`config.mk`:
```
export PLATFORM = sky130hd
export DESIGN_NAME = piece_gravity_ctrl_flat
export DESIGN_NICKNAME = d
export VERILOG_FILES = /design/src/rtl/piece_gravity_if.sv /design/src/rtl/piece_gravity_ctrl.sv /design/src/flat_wrapper.sv
export SDC_FILE = /design/constraint.sdc
export NUM_CORES = 1
export LEC_CHECK = 0
export BUFFER_PORTS_ARGS = -buffer_cell sky130_fd_sc_hd__buf_4
export CORE_MARGIN = 2
export CORE_UTILIZATION = 60
export DETAILED_ROUTE_END_ITERATION = 16
export GPL_ROUTABILITY_DRIVEN = 0
export GPL_TIMING_DRIVEN = 0
export PLACE_DENSITY = 0.77
export SYNTH_ARGS = -nofsm -noshare
export SYNTH_HDL_FRONTEND = slang
export SYNTH_SLANG_ARGS = --single-unit
```
`constraint.sdc`:
```
create_clock -name CLK -period 4.5 [get_ports CLK]
set_clock_uncertainty 0.05 [all_clocks]
set_input_delay 0.225 -clock CLK [delete_from_list [all_inputs] [get_ports CLK]]
set_output_delay 0.225 -clock CLK [all_outputs]
set_load 0.02 [all_outputs]
```
`src/rtl/piece_gravity_if.sv`:
```
// Signal bundle between the gravity controller and the board/piece datapath.
// master = controller side, slave = datapath / collision checker / board writer side.
interface piece_gravity_if #(
    parameter int ROWS_W = 5
);
    logic              piece_clk;
    logic              drop;
    logic              active;
    // chk_req is a level request held until the checker answers with a one-cycle
    // chk_ack; chk_blocked is meaningful only in the chk_ack cycle. lock is a
    // one-cycle command answered later by a one-cycle lock_done.
    logic              chk_req;
    logic              chk_ack;
    logic              chk_blocked;
    logic              move_down;
    logic              lock;
    logic              lock_done;
    logic [ROWS_W-1:0] soft_rows;
    logic              grounded;

    modport master (
        input  piece_clk, drop, active, chk_ack, chk_blocked, lock_done,
        output chk_req, move_down, lock, soft_rows, grounded
    );

    modport slave (
        output piece_clk, drop, active, chk_ack, chk_blocked, lock_done,
        input  chk_req, move_down, lock, soft_rows, grounded
    );
endinterface

```
`src/rtl/piece_gravity_ctrl.sv`:
```
// Fall-step sequencer for the active piece: gravity tick -> collision check ->
// move down, or lock delay -> board lock. Also counts soft-dropped rows.
module piece_gravity_ctrl #(
    parameter int LOCK_DELAY = 15000000,
    parameter int CNT_W      = 26,
    parameter int ROWS_W     = 5
) (
    input  logic              CLK,
    input  logic              RESET,
    piece_gravity_if.master   bus,
    output logic [2:0]        state_dbg
);

    typedef enum logic [2:0] {
        IDLE      = 3'd0,
        WAIT_TICK = 3'd1,
        CHECK     = 3'd2,
        GROUNDED  = 3'd3,
        GCHECK    = 3'd4,
        LOCKING   = 3'd5
    } state_t;

    localparam logic [CNT_W-1:0]  LOCK_LAST = CNT_W'(LOCK_DELAY - 1);
    localparam logic [ROWS_W-1:0] ROWS_MAX  = '1;

    state_t            state, state_n;
    logic [CNT_W-1:0]  cnt, cnt_n;
    logic              chk_req_q, chk_req_n;
    logic              move_down_q, move_down_n;
    logic              lock_q, lock_n;
    logic              grounded_q, grounded_n;
    logic [ROWS_W-1:0] soft_rows_q, soft_rows_n;

    logic              lock_due;
    logic [CNT_W-1:0]  cnt_inc;
    logic [ROWS_W-1:0] soft_inc;
    logic              in_play;

    always_ff @(posedge CLK) begin
        if (RESET) begin
            state       <= IDLE;
            cnt         <= '0;
            chk_req_q   <= 1'b0;
            move_down_q <= 1'b0;
            lock_q      <= 1'b0;
            grounded_q  <= 1'b0;
            soft_rows_q <= '0;
        end else begin
            state       <= state_n;
            cnt         <= cnt_n;
            chk_req_q   <= chk_req_n;
            move_down_q <= move_down_n;
            lock_q      <= lock_n;
            grounded_q  <= grounded_n;
            soft_rows_q <= soft_rows_n;
        end
    end

    // The counter saturates at LOCK_LAST so a slow GCHECK handshake cannot wrap it.
    assign lock_due = (cnt >= LOCK_LAST) || bus.drop;
    assign cnt_inc  = (cnt >= LOCK_LAST) ? cnt : cnt + CNT_W'(1);
    assign soft_inc = (bus.drop && (soft_rows_q != ROWS_MAX)) ? soft_rows_q + ROWS_W'(1)
                                                              : soft_rows_q;
    assign in_play  = (state == WAIT_TICK) || (state == CHECK) ||
                      (state == GROUNDED)  || (state == GCHECK);

    always_comb begin
        state_n     = state;
        cnt_n       = cnt;
        chk_req_n   = chk_req_q;
        move_down_n = 1'b0;
        lock_n      = 1'b0;
        grounded_n  = grounded_q;
        soft_rows_n = soft_rows_q;

        case (state)
            IDLE: begin
                chk_req_n  = 1'b0;
                grounded_n = 1'b0;
                cnt_n      = '0;
                if (bus.active) begin
                    state_n     = WAIT_TICK;
                    soft_rows_n = '0;
                end
            end
            WAIT_TICK: begin
                if (bus.piece_clk) begin
                    state_n   = CHECK;
                    chk_req_n = 1'b1;
                end
            end
            CHECK: begin
                if (bus.chk_ack) begin
                    chk_req_n = 1'b0;
                    if (bus.chk_blocked) begin
                        cnt_n      = '0;
                        grounded_n = 1'b1;
                        if (bus.drop) begin
                            state_n = LOCKING;
                            lock_n  = 1'b1;
                        end else begin
                            state_n = GROUNDED;
                        end
                    end else begin
                        move_down_n = 1'b1;
                        soft_rows_n = soft_inc;
                        state_n     = WAIT_TICK;
                    end
                end
            end
            GROUNDED: begin
                if (lock_due) begin
                    state_n = LOCKING;
                    lock_n  = 1'b1;
                    cnt_n   = '0;
                end else begin
                    cnt_n = cnt_inc;
                    if (bus.piece_clk) begin
                        state_n   = GCHECK;
                        chk_req_n = 1'b1;
                    end
                end
            end
            GCHECK: begin
                cnt_n = cnt_inc;
                if (bus.chk_ack) begin
                    chk_req_n = 1'b0;
                    if (bus.chk_blocked) begin
                        if (lock_due) begin
                            state_n = LOCKING;
                            lock_n  = 1'b1;
                            cnt_n   = '0;
                        end else begin
                            state_n = GROUNDED;
                        end
                    end else begin
                        // Slid off a ledge: falling resumes with a fresh lock delay later.
                        move_down_n = 1'b1;
                        soft_rows_n = soft_inc;
                        cnt_n       = '0;
                        grounded_n  = 1'b0;
                        state_n     = WAIT_TICK;
                    end
                end
            end
            LOCKING: begin
                grounded_n = 1'b1;
                if (bus.lock_done) begin
                    state_n    = IDLE;
                    grounded_n = 1'b0;
                    cnt_n      = '0;
                end
            end
            default: begin
                state_n = IDLE;
            end
        endcase

        // Losing the piece aborts any step in progress; soft_rows is kept for scoring.
        if (in_play && !bus.active) begin
            state_n     = IDLE;
            cnt_n       = '0;
            chk_req_n   = 1'b0;
            move_down_n = 1'b0;
            lock_n      = 1'b0;
            grounded_n  = 1'b0;
            soft_rows_n = soft_rows_q;
        end
    end

    assign bus.chk_req   = chk_req_q;
    assign bus.move_down = move_down_q;
    assign bus.lock      = lock_q;
    assign bus.grounded  = grounded_q;
    assign bus.soft_rows = soft_rows_q;
    assign state_dbg     = state;

endmodule
```
`src/flat_wrapper.sv`:
```
// flat-port wrapper written by rule: the top's interface ports become plain ports
module piece_gravity_ctrl_flat 
#(
    parameter int LOCK_DELAY = 15000000,
    parameter int CNT_W      = 26,
    parameter int ROWS_W     = 5
)
  (CLK, RESET, state_dbg, bus_piece_clk, bus_drop, bus_active, bus_chk_ack, bus_chk_blocked, bus_lock_done, bus_chk_req, bus_move_down, bus_lock, bus_soft_rows, bus_grounded);
  piece_gravity_if #(.ROWS_W(ROWS_W)) bus_i ();
  input  logic CLK;
  input  logic RESET;
  output logic [2:0] state_dbg;
  input wire logic [$bits(bus_i.piece_clk)-1:0] bus_piece_clk;
  input wire logic [$bits(bus_i.drop)-1:0] bus_drop;
  input wire logic [$bits(bus_i.active)-1:0] bus_active;
  input wire logic [$bits(bus_i.chk_ack)-1:0] bus_chk_ack;
  input wire logic [$bits(bus_i.chk_blocked)-1:0] bus_chk_blocked;
  input wire logic [$bits(bus_i.lock_done)-1:0] bus_lock_done;
  output wire logic [$bits(bus_i.chk_req)-1:0] bus_chk_req;
  output wire logic [$bits(bus_i.move_down)-1:0] bus_move_down;
  output wire logic [$bits(bus_i.lock)-1:0] bus_lock;
  output wire logic [$bits(bus_i.soft_rows)-1:0] bus_soft_rows;
  output wire logic [$bits(bus_i.grounded)-1:0] bus_grounded;
  assign bus_i.piece_clk = bus_piece_clk;
  assign bus_i.drop = bus_drop;
  assign bus_i.active = bus_active;
  assign bus_i.chk_ack = bus_chk_ack;
  assign bus_i.chk_blocked = bus_chk_blocked;
  assign bus_i.lock_done = bus_lock_done;
  assign bus_chk_req = bus_i.chk_req;
  assign bus_move_down = bus_i.move_down;
  assign bus_lock = bus_i.lock;
  assign bus_soft_rows = bus_i.soft_rows;
  assign bus_grounded = bus_i.grounded;
  piece_gravity_ctrl #(.LOCK_DELAY(LOCK_DELAY), .CNT_W(CNT_W), .ROWS_W(ROWS_W)) u_core (.CLK(CLK), .RESET(RESET), .bus(bus_i), .state_dbg(state_dbg));
endmodule
```
==> results of run 1 <==
## layout make-up
class	count	area, um2
plain buffers	17	76.32
clock buffers	5	68.82
clock inverters	3	40.04
fillers	322	1070
inverters	11	41.29
multi-input cells	226	1444
flip-flops and latches	38	760.7
well taps	48	60.06
repair buffers	17	127.6
## cells in the mapped netlist (2+ instances only)
cell type  number
nor2b_1         4
o21ai_0         7
nor3b_1         2
a31oi_1        10
nand3b_1        4
a22oi_1         3
and2_1          7
ha_1            3
a41oi_1         3
o21a_1          5
o21bai_1        2
a21oi_1        16
a211oi_1        2
nor3_1          9
nor4_1          6
and3_1          6
a211oi_4        2
nand4b_1        2
nand2b_1        6
nor2_1         21
o311ai_0        5
or2_2           2
o211ai_1        2
o31ai_1         5
inv_1          11
clkbuf_1       12
xor2_1          2
nand2_1        27
o32ai_1         2
a32oi_1         2
nand4_1        22
nand3_1        13
buf_2           4
or4b_1          3
dfxtp_1        38
## metal layers
metal / vias up / global-route usage / wire length [um] / share of wire
met4: 0 / 0.07908 / 66 / 0.011
met3: 12 / 0.07325 / 539 / 0.090
met5: - / 0 / 0 / 0
met1: 1085 / 0.4036 / 2768 / 0.46
met2: 113 / 0.4338 / 2607 / 0.44
li1: 1165 / - / - / -
## cells by family (layout without fill, tap and decap cells)
group / count (synthesis) / count (layout) / synth area share
flip-flops: 38 / 38 / 0.3276
AO/OA/AOI/OAI: 79 / 79 / 0.2570
XOR/XNOR: 3 / 3 / 0.01132
multiplexers: 1 / 1 / 0.004311
adder cells (fa/ha/maj): 3 / 3 / 0.01617
buffers and inverters: 28 / 53 / 0.05065
AND/OR/NAND/NOR: 140 / 140 / 0.3330
## cell usage in the layout (no fill, tap or decap), drive strengths merged, types with 3 or more instances in the layout
| cell | count |
|---|---|
| dfxtp | 38 |
| nand2 | 27 |
| nand4 | 22 |
| buf | 22 |
| nor2 | 21 |
| clkbuf | 17 |
| a21oi | 16 |
| nand3 | 13 |
| inv | 11 |
| a31oi | 10 |
| nor3 | 10 |
| o21ai | 7 |
| and2 | 7 |
| and3 | 6 |
| nor4 | 6 |
| nand2b | 6 |
| o21a | 5 |
| o31ai | 5 |
| o311ai | 5 |
| nand3b | 4 |
| nor2b | 4 |
| a211oi | 4 |
| a22oi | 3 |
| a41oi | 3 |
| or4b | 3 |
| ha | 3 |
## where the power goes
| part | leakage [nW] | internal (mW) | switching (mW) | total (mW) |
|---|---|---|---|---|
| logic | 0.521 | 0.0443 | 0.0845 | 0.129 |
| registers | 0.307 | 0.343 | 0.00769 | 0.351 |
| clock network | 0.0579 | 0.163 | 0.126 | 0.290 |
| total | 0.885 | 0.551 | 0.219 | 0.770 |
## path summary, 6_finish.rpt
check / from / end / slack [ps]
max reg2reg: u_core.state_dbg[1] / u_core.cnt[22] / 1400
min reg2reg: u_core.cnt[23] / u_core.cnt[23] / 400
max: u_core.state_dbg[1] / u_core.cnt[22] / 1400
min: RESET / u_core.bus.soft_rows[1] / 80
## critical path, cell delays in order (launching register included)
cell	delay, ps
dfxtp_1	330
clkbuf_1	310
nor3_1	110
o31ai_1	1040
a31oi_1	380
clkbuf_1	370
a32oi_1	270
o41ai_2	110
## flip-flops by register name, indices dropped and copies added (netlist names)
signal                count
u_core.bus.chk_req        1
u_core.cnt               26
u_core.bus.grounded       1
u_core.bus.lock           1
u_core.bus.soft_rows      5
u_core.bus.move_down      1
u_core.state_dbg          3
## stage by stage
step                total power, mW  setup slack, ps    util  area, um2
floorplan                    0.4456             2203       -       2322
global placement             0.4824             1507  0.6805       2510
detailed placement           0.4839             1445  0.6805       2510
CTS                          0.7703             1423  0.7100       2619
global route                 0.7999             1190  0.7100       2619
finish                       0.7696             1400  0.7100       2619
==> results by group, run 1 <==
Global route
  – GRT Residual Overflow: 0
  – Vias in the first global route: just over 2000
  – Pin count of the biggest net entering global routing: 13
  – Antenna violations before repair: 0
  – Gr usage total: 0.2871
  – First-pass GRT wire length: 9.646 mm

Timing
  – Crit share post-route: 0.6889
  – Min Clock Period, post-route: a little over 3000 ps
  – Fin Setup TNS: 0 ps
  – Tightest Pin Transition: roughly 1300 ps
  – Hold Violations, Final: 0
  – Fmax: 0.3226 GHz
  – Max Slew Vio Count: 0
  – Relative slew slack: 0.1529
  – Final setup viols: 0
  – WHS: 78.59 ps
  – RSZ-0062 raised after global routing: no

Yosys
  – Distinct cell type count of the synthesized netlist: 57
  – Area leader, netlist: dfxtp_1
  – Mean post-synth cell area: 7.953 um2
  – Yosys warnings: 0
  – Main synth FF type: dfxtp_1
  – Number of synthesized flops with an enable pin: 0
  – Sequential element share of the synthesized area: 0.3276
  – Cells after Synth: a little under 300
  – Synthesized Nets: 303
  – Cell area after synthesis: around 2300 um2
  – Synth area leaders: dfxtp_1 33%, nand4_1 5.9%, nand2_1 4.4%
  – FF+latch count, synth: 38
  – FFs w/ async S/R, synth: 0
  – Top cell type's share of synthesized area: 0.3276

Final layout
  – Non-filler cells, final: 365
  – Nets: 327
  – Fraction of layout instances using a drive strength above 1: 0.1262
  – # diodes: 0
  – Area Overhead vs Synth: 12.77%

Worst setup path
  – Startpoint Class: flip-flop
  – CP required: 4620 ps
  – Critical path fanouts, max: 10
  – CP Capture Type: flip-flop
  – CP Class: flip-flop to flip-flop
  – Critical Path AT: 3220 ps
  – Reg2reg path depth: 7

Placement
  – Hpwl dp: 4.201 mm
  – # port buffers: 17
  – Post-Place Cells: about 360

Min path
  – Hold Path Class: primary input to flip-flop
  – Hold Path Depth: 2

Clock tree
  – Worst-skew pair later-pin latency: ~300 ps
  – CTS Sinks: 38
  – Post-CTS Setup Repair Bufs: 0
  – Max clock buf depth: 2
  – # resized after CTS: 0
  – Total CTS buffers: 5
  – CTS H-tree lvls: 2
  – CTS tree: done
  – Hold_buf cts: 0
  – Clock Tree Root: clkbuf_8
  – Reg clk slew, reported paths: 80 ps

Power and ir drop
  – Leak: 0.8852 nW
  – Pwr per Cell Area: 293.9 nW/um2
  – Peak VDD IR: 0.0002284 V

Drt
  – Routed Antenna Nets: 0
  – Drt pass-1 iters: 5
  – Vias per Instance: 6.507
  – Drt wl/cell: 16.39 um
  – Drt initial violations: 271
  – DRC: 0
  – Detailed Route WL: 5.981 mm
  – Vias: 2375

Floorplanning
  – Die H: 66.21 um
  – Starting density of the core: 0.6296
  – Site row count: 22
  – Core Area: 3689 um2
  – Full die area: 4384 um2
  – Die X: roughly 66 um
  – I/O pin count: 20

Outcome
  – Status: complete, no violations

Run
  – Max-cap violation count: 0
No activity file was read; power rests on OpenSTA's default activity.
==> inputs of run 2 (changes only) <==
--- a/config.mk
+++ b/config.mk
@@ -7,11 +7,11 @@
 export LEC_CHECK = 0
 export BUFFER_PORTS_ARGS = -buffer_cell sky130_fd_sc_hd__buf_4
 export CORE_MARGIN = 2
-export CORE_UTILIZATION = 60
+export CORE_UTILIZATION = 59
 export DETAILED_ROUTE_END_ITERATION = 16
 export GPL_ROUTABILITY_DRIVEN = 0
 export GPL_TIMING_DRIVEN = 0
-export PLACE_DENSITY = 0.77
+export PLACE_DENSITY = 0.76
 export SYNTH_ARGS = -nofsm -noshare
 export SYNTH_HDL_FRONTEND = slang
 export SYNTH_SLANG_ARGS = --single-unit
==> constraint.sdc (replaced) <==
create_clock -name CLK -period 3.1 [get_ports CLK]
set_clock_uncertainty 0.05 [all_clocks]
set_input_delay 0.155 -clock CLK [delete_from_list [all_inputs] [get_ports CLK]]
set_output_delay 0.155 -clock CLK [all_outputs]
set_load 0.02 [all_outputs]
==> run 2 against run 1 <==
Compared with the run above:
- routed wire length increased by 0.69%
- setup slack got worse by 1100 ps
- global-route usage increased by 0.38 points
- sequential power increased by 45%
- non-clock buffer count unchanged
- count of clock-buffer cells in the layout increased by 2
- fmax increased by 12%
- critical path type unchanged
- highest routed layer unchanged
==> results by group, run 2 (same netlist as run 1, synthesis figures left out) <==
Clock tree
  – Clock Tree Root: clkbuf_8
  – Reg clk slew, reported paths: roughly 80 ps
  – Total CTS buffers: 5
  – Max clock buf depth: 2
  – Worst-skew pair later-pin latency: 300 ps
  – CTS H-tree lvls: 2
  – CTS tree: done
  – Post-CTS Setup Repair Bufs: 0
  – CTS Sinks: 38

Floorplanning
  – Starting density of the core: 0.6249
  – Core Area: 3716 um2
  – I/O pin count: 20
  – Full die area: between 4000 and 5000 um2
  – Die H: around 67 um
  – Site row count: 22
  – Die X: 66.74 um

Final layout
  – Largest Register: u_core.cnt
  – Max FFs per register: 26
  – Most frequent cells in the layout: 38 x dfxtp_1, 27 x nand2_1, 22 x nand4_1
  – Final core occ: 0.7013
  – Area Overhead vs Synth: 12.23%
  – Nets: 327
  – Non-filler cells, final: about 370
  – # diodes: 0
  – Commonest non-fill, non-tap cell in the layout: dfxtp_1
  – FILL cells: 335
  – Fraction of layout instances using a drive strength above 1: 0.1262

Worst setup path
  – Startpoint Class: flip-flop
  – Critical path fanouts, max: 10
  – CP Capture Type: flip-flop
  – CP required: 3270 ps
  – Slowest-stage cell, CP: a31oi_1
  – Critical-path cell list: clkbuf_1, clkbuf_1, nor2b_1, nand2_1, a31oi_1, clkbuf_1, nor2_1, o22ai_1
  – Critical Path AT: around 3000 ps
  – CP Class: flip-flop to flip-flop
  – RR Startpoint: u_core.state_dbg[1]
  – Cell repeated most along the worst path: clkbuf_1
  – Max stage delay on crit path: 530 ps
  – Reg2reg path depth: 8
  – Critical path origin: u_core.state_dbg[1]

Global route
  – Gr usage total: 0.2909
  – GRT Residual Overflow: 0
  – First-pass GRT wire length: between 9 and 10 mm
  – Antenna violations before repair: 0
  – Vias in the first global route: 2054
  – Pin count of the biggest net entering global routing: 12

Drt
  – Detailed Route WL: 6.022 mm
  – Drt initial violations: 273
  – Vias: 2424
  – Drt wl/cell: 16.50 um
  – Routed Antenna Nets: 0
  – Drt pass-1 iters: 6
  – Vias per Instance: between 6 and 7
  – DRC: 0

Power and ir drop
  – Power, Total: around 1.1 mW
  – Pwr per Cell Area: 405.4 nW/um2
  – Leak: 0.8765 nW
  – Peak VDD IR: 0.0002899 V

Timing
  – WHS: between 3 and 4 ps
  – Max Slew Vio Count: 0
  – Min Clock Period, post-route: roughly 2800 ps
  – Hold Violations, Final: 0
  – Fmax: roughly 0.36 GHz
  – Relative slew slack: 0.4919
  – RSZ-0062 raised after global routing: no
  – Final setup viols: 0
  – Crit share post-route: 0.8954
  – Tightest Pin Transition: 756.3 ps
  – Fin Setup TNS: 0 ps

Run
  – Max-cap violation count: 0

Outcome
  – Status: complete, no violations

Placement
  – Hpwl dp: 4.203 mm
  – Post-Place Cells: around 360
  – # port buffers: 17

Min path
  – Hold Path Class: primary input to flip-flop
  – HP Start: RESET
  – Hold Path Depth: 2
run 2: final cells by class:
| class | count | area (um2) | share of cell area |
|---|---|---|---|
| Inverter | 11 | 41.29 | 0.01584 |
| Sequential cell | 38 | 760.7 | 0.2919 |
| Buffer | 17 | 76.32 | 0.02928 |
| Multi-Input combinational cell | 226 | 1449 | 0.5559 |
| Tap cell | 48 | 60.06 | 0.02304 |
| Clock inverter | 1 | 5.005 | 0.001920 |
| Clock buffer | 7 | 86.33 | 0.03313 |
| Timing Repair Buffer | 17 | 127.6 | 0.04897 |
run 2: what timing repair did:
item	CTS	global route
hold endpoints to repair	0	0
resized for setup	0	1
hold buffers	0	0
setup endpoints to repair	0	6
run 2: worst paths after layout:
| kind | endpoint | slack, ps |
|---|---|---|
| worst min-delay path | u_core.bus.soft_rows[4] | 4 |
| worst min register to register | u_core.cnt[24] | 410 |
| worst max register to register | u_core.cnt[1] | 320 |
| worst max-delay path | u_core.cnt[1] | 320 |
run 2: metal layers:
| layer | GRT usage | wire [um] |
|---|---|---|
| met1 | 0.4362 | 2763 |
| met2 | 0.4250 | 2577 |
| met3 | 0.05405 | 618 |
| met4 | 0.07398 | 62 |
| met5 | 0 | 0 |
run 2: through the flow:
| stage | area [um2] | setup slack [ps] |
|---|---|---|
| after floorplan | 2322 | 803.5 |
| after global placement | 2510 | 159.7 |
| after detailed placement | 2510 | 142.1 |
| after CTS | 2601 | 115.5 |
| after global routing | 2606 | 204.2 |
| final | 2606 | 324.3 |
run 2: report_power, final:
part / internal [mW] / switching, mW
clock: 0.180 / 0.179
combinational: 0.0648 / 0.123
sequential: 0.498 / 0.0112
total: 0.743 / 0.314
run 2: critical path: cells and delay by family (launching register included):
family                 cells  cell delay, ps
buffers and inverters      3            1160
DFF                        1             330
AOI/OAI and AO/OA          2             700
and+or+nand+nor            3             450
==> inputs of run 3 (changes only) <==
--- a/config.mk
+++ b/config.mk
@@ -5,9 +5,10 @@
 export SDC_FILE = /design/constraint.sdc
 export NUM_CORES = 1
 export LEC_CHECK = 0
+export ABC_AREA = 1
 export BUFFER_PORTS_ARGS = -buffer_cell sky130_fd_sc_hd__buf_4
 export CORE_MARGIN = 2
-export CORE_UTILIZATION = 59
+export CORE_UTILIZATION = 60
 export DETAILED_ROUTE_END_ITERATION = 16
 export GPL_ROUTABILITY_DRIVEN = 0
 export GPL_TIMING_DRIVEN = 0
==> constraint.sdc (replaced) <==
create_clock -name CLK -period 2.82 [get_ports CLK]
set_clock_uncertainty 0.05 [all_clocks]
set_input_delay 0.141 -clock CLK [delete_from_list [all_inputs] [get_ports CLK]]
set_output_delay 0.141 -clock CLK [all_outputs]
set_load 0.02 [all_outputs]
==> run 3 against run 2 <==
Compared with the run above:
- final cell count rose by 53%
- global-route usage fell by 1.7 points
- setup slack improved by 290 ps
- via count rose by 20%
- largest power group is now combinational logic
- count of clock-buffer cells in the layout fell by 2
==> results by group, run 3 <==
Yosys
  – Most frequent cells after synthesis: 183 x nand2_1, 65 x nor2_1, 53 x inv_1
  – Count leader, synth: nand2_1
  – FF+latch count, synth: 38
  – Yosys warnings: 0
  – Cells after Synth: 480
  – Synth area leaders: dfxtp_1 27%, nand2_1 24%, nor2_1 8.7%
  – Sequential element share of the synthesized area: 0.2711
  – Number of synthesized flops with an enable pin: 0
  – Mean post-synth cell area: 5.847 um2
  – Area leader, netlist: dfxtp_1
  – Synthesized Nets: 491
  – Distinct cell type count of the synthesized netlist: 36
  – FFs w/ async S/R, synth: 0
  – Main synth FF type: dfxtp_1
  – Cell area after synthesis: 2806 um2
  – Top cell type's share of synthesized area: 0.2711

Timing
  – RSZ-0062 raised after global routing: no
  – Crit share post-route: 0.7826
  – Final setup viols: 0
  – Fin Setup TNS: 0 ps
  – Min Clock Period, post-route: 2207 ps
  – Fmax: 0.4531 GHz
  – Hold Violations, Final: 0
  – Tightest Pin Transition: 337.3 ps
  – WHS: 12.29 ps
  – Relative slew slack: 0.7739
  – Max Slew Vio Count: 0

Floorplanning
  – Starting density of the core: 0.6315
  – Site row count: 24
  – Die X: 72.39 um
  – Full die area: 5240 um2
  – Core Area: 4444 um2
  – I/O pin count: 20
  – Die H: 72.39 um

Final layout
  – Area Overhead vs Synth: 11.81%
  – # diodes: 0
  – Nets: ~520
  – Final core occ: 0.7061
  – Non-filler cells, final: 560
  – Max FFs per register: 26
  – Fraction of layout instances using a drive strength above 1: 0.1339
  – Multi-input logic area: 1737 um2
  – FF/Latch Area: 760.7 um2
  – Commonest non-fill, non-tap cell in the layout: nand2_1
  – FILL cells: 413
  – Largest Register: u_core.cnt
  – Most frequent cells in the layout: 183 x nand2_1, 65 x nor2_1, 53 x inv_1

Power and ir drop
  – Pwr per Cell Area: between 600 and 700 nW/um2
  – Leak: 1.453 nW
  – Peak VDD IR: approximately 0.00079 V

Drt
  – Drt wl/cell: 11.98 um
  – Detailed Route WL: between 6 and 7 mm
  – Drt initial violations: 208
  – DRC: 0
  – Vias: 2897
  – Vias per Instance: 5.173
  – Drt pass-1 iters: 6
  – Routed Antenna Nets: 0

Clock tree
  – Post-CTS Setup Repair Bufs: 0
  – Clock Tree Root: clkbuf_8
  – Max clock buf depth: 2
  – CTS H-tree lvls: 2
  – Reg clk slew, reported paths: about 90 ps
  – CTS tree: done
  – Worst-skew pair later-pin latency: 300 ps
  – # resized after CTS: 0
  – CTS Sinks: 38
  – Total CTS buffers: 5

Global route
  – Vias in the first global route: 2665
  – First-pass GRT wire length: around 11 mm
  – GRT Residual Overflow: 0
  – Gr usage total: 0.2734
  – Antenna violations before repair: 0
  – Pin count of the biggest net entering global routing: 14

Placement
  – Post-Place Cells: 551
  – Hpwl dp: 5.174 mm
  – # port buffers: 19

Worst setup path
  – Startpoint Class: flip-flop
  – CP Capture Type: flip-flop
  – CP Class: flip-flop to flip-flop
  – Critical Path AT: 2350 ps
  – Critical path fanouts, max: 10
  – CP required: roughly 3000 ps

Min path
  – Hold Path Class: primary input to flip-flop

Outcome
  – Status: complete, no violations

Run
  – Max-cap violation count: 0
## run 3: changes by cell type in the layout (fill, tap and decap cells not counted), sizes merged, moves of 13 or more
cell / change
xor2: +13
inv: +57
clkbuf: -13
nand2: +161
nand3: +20
nor2: +48
## run 3: stage by stage
stage | total power [mW] | worst slack [ps] | cell area [um2]
6_report | 1.991 | 613.2 | 3138
5_1_grt | 2.133 | 355.9 | 3138
4_1_cts | 2.002 | 615.5 | 3138
3_5_place_dp | 1.527 | 628.7 | 3014
3_3_place_gp | 1.522 | 626.7 | 3014
2_1_floorplan | 1.290 | 1004 | 2806
## run 3: worst max-delay path, cell delays in order (launching register included)
cell,delay [ps]
dfxtp_1,470
ha_1,310
nand3_2,150
nor2_4,190
nand2_1,90
nand2_2,80
nand2_4,80
nand2_8,130
buf_2,240
nand2_1,70
nand2_1,70
inv_1,40
nand2_1,70
a21oi_1,60
## run 3: worst paths after layout
| check | from | end | slack [ps] | cells past startpoint |
|---|---|---|---|---|
| worst max-delay path | u_core.cnt[0] | u_core.cnt[15] | 610 | 13 |
| worst min-delay path | RESET | u_core.bus.soft_rows[4] | 10 | 2 |
| worst max register to register | u_core.cnt[0] | u_core.cnt[15] | 610 | 13 |
| worst min register to register | u_core.cnt[23] | u_core.cnt[23] | 430 | 2 |
## run 3: logic make-up (layout without fill, tap and decap cells)
kind of cell,after synthesis,count (layout),share of synthesized area
xor+xnor,15,15,0.04681
flops,38,38,0.2711
fa+ha+maj,3,3,0.01338
compound gates,39,39,0.07847
buf+inv,76,104,0.1101
simple gates,309,309,0.4802
## run 3: final cells by class
cell class                 instances  share of cell area
clock buffer                       5             0.02193
multi-input combinational        366              0.5534
timing repair buffer              20             0.04864
tap                               52             0.02073
clock inverter                     3             0.01435
sequential                        38              0.2424
buffer                             7             0.01515
inverter                          69             0.08333
## run 3: what timing repair did
| item | CTS | global route |
|---|---|---|
| endpoints found under the setup margin | 0 | 0 |
| hold buffers | 1 | 0 |
| hold endpoints to repair | 1 | 0 |
## run 3: metal layers
| layer | global-route usage | wire length (um) | share of wire | up-vias |
|---|---|---|---|---|
| met5 | 0 | 0 | 0 | - |
| met4 | 0.09671 | 141 | 0.021 | 0 |
| met3 | 0.04861 | 362 | 0.054 | 15 |
| met2 | 0.4608 | 3121 | 0.47 | 73 |
| met1 | 0.3513 | 3084 | 0.46 | 1272 |
| li1 | - | - | - | 1537 |
## run 3: power breakdown
| group | switching [mW] | internal [mW] | leakage [nW] |
|---|---|---|---|
| sequential | 0.0615 | 0.583 | 0.307 |
| combinational | 0.593 | 0.282 | 1.10 |
| clock | 0.208 | 0.263 | 0.0504 |
| total | 0.863 | 1.13 | 1.45 |
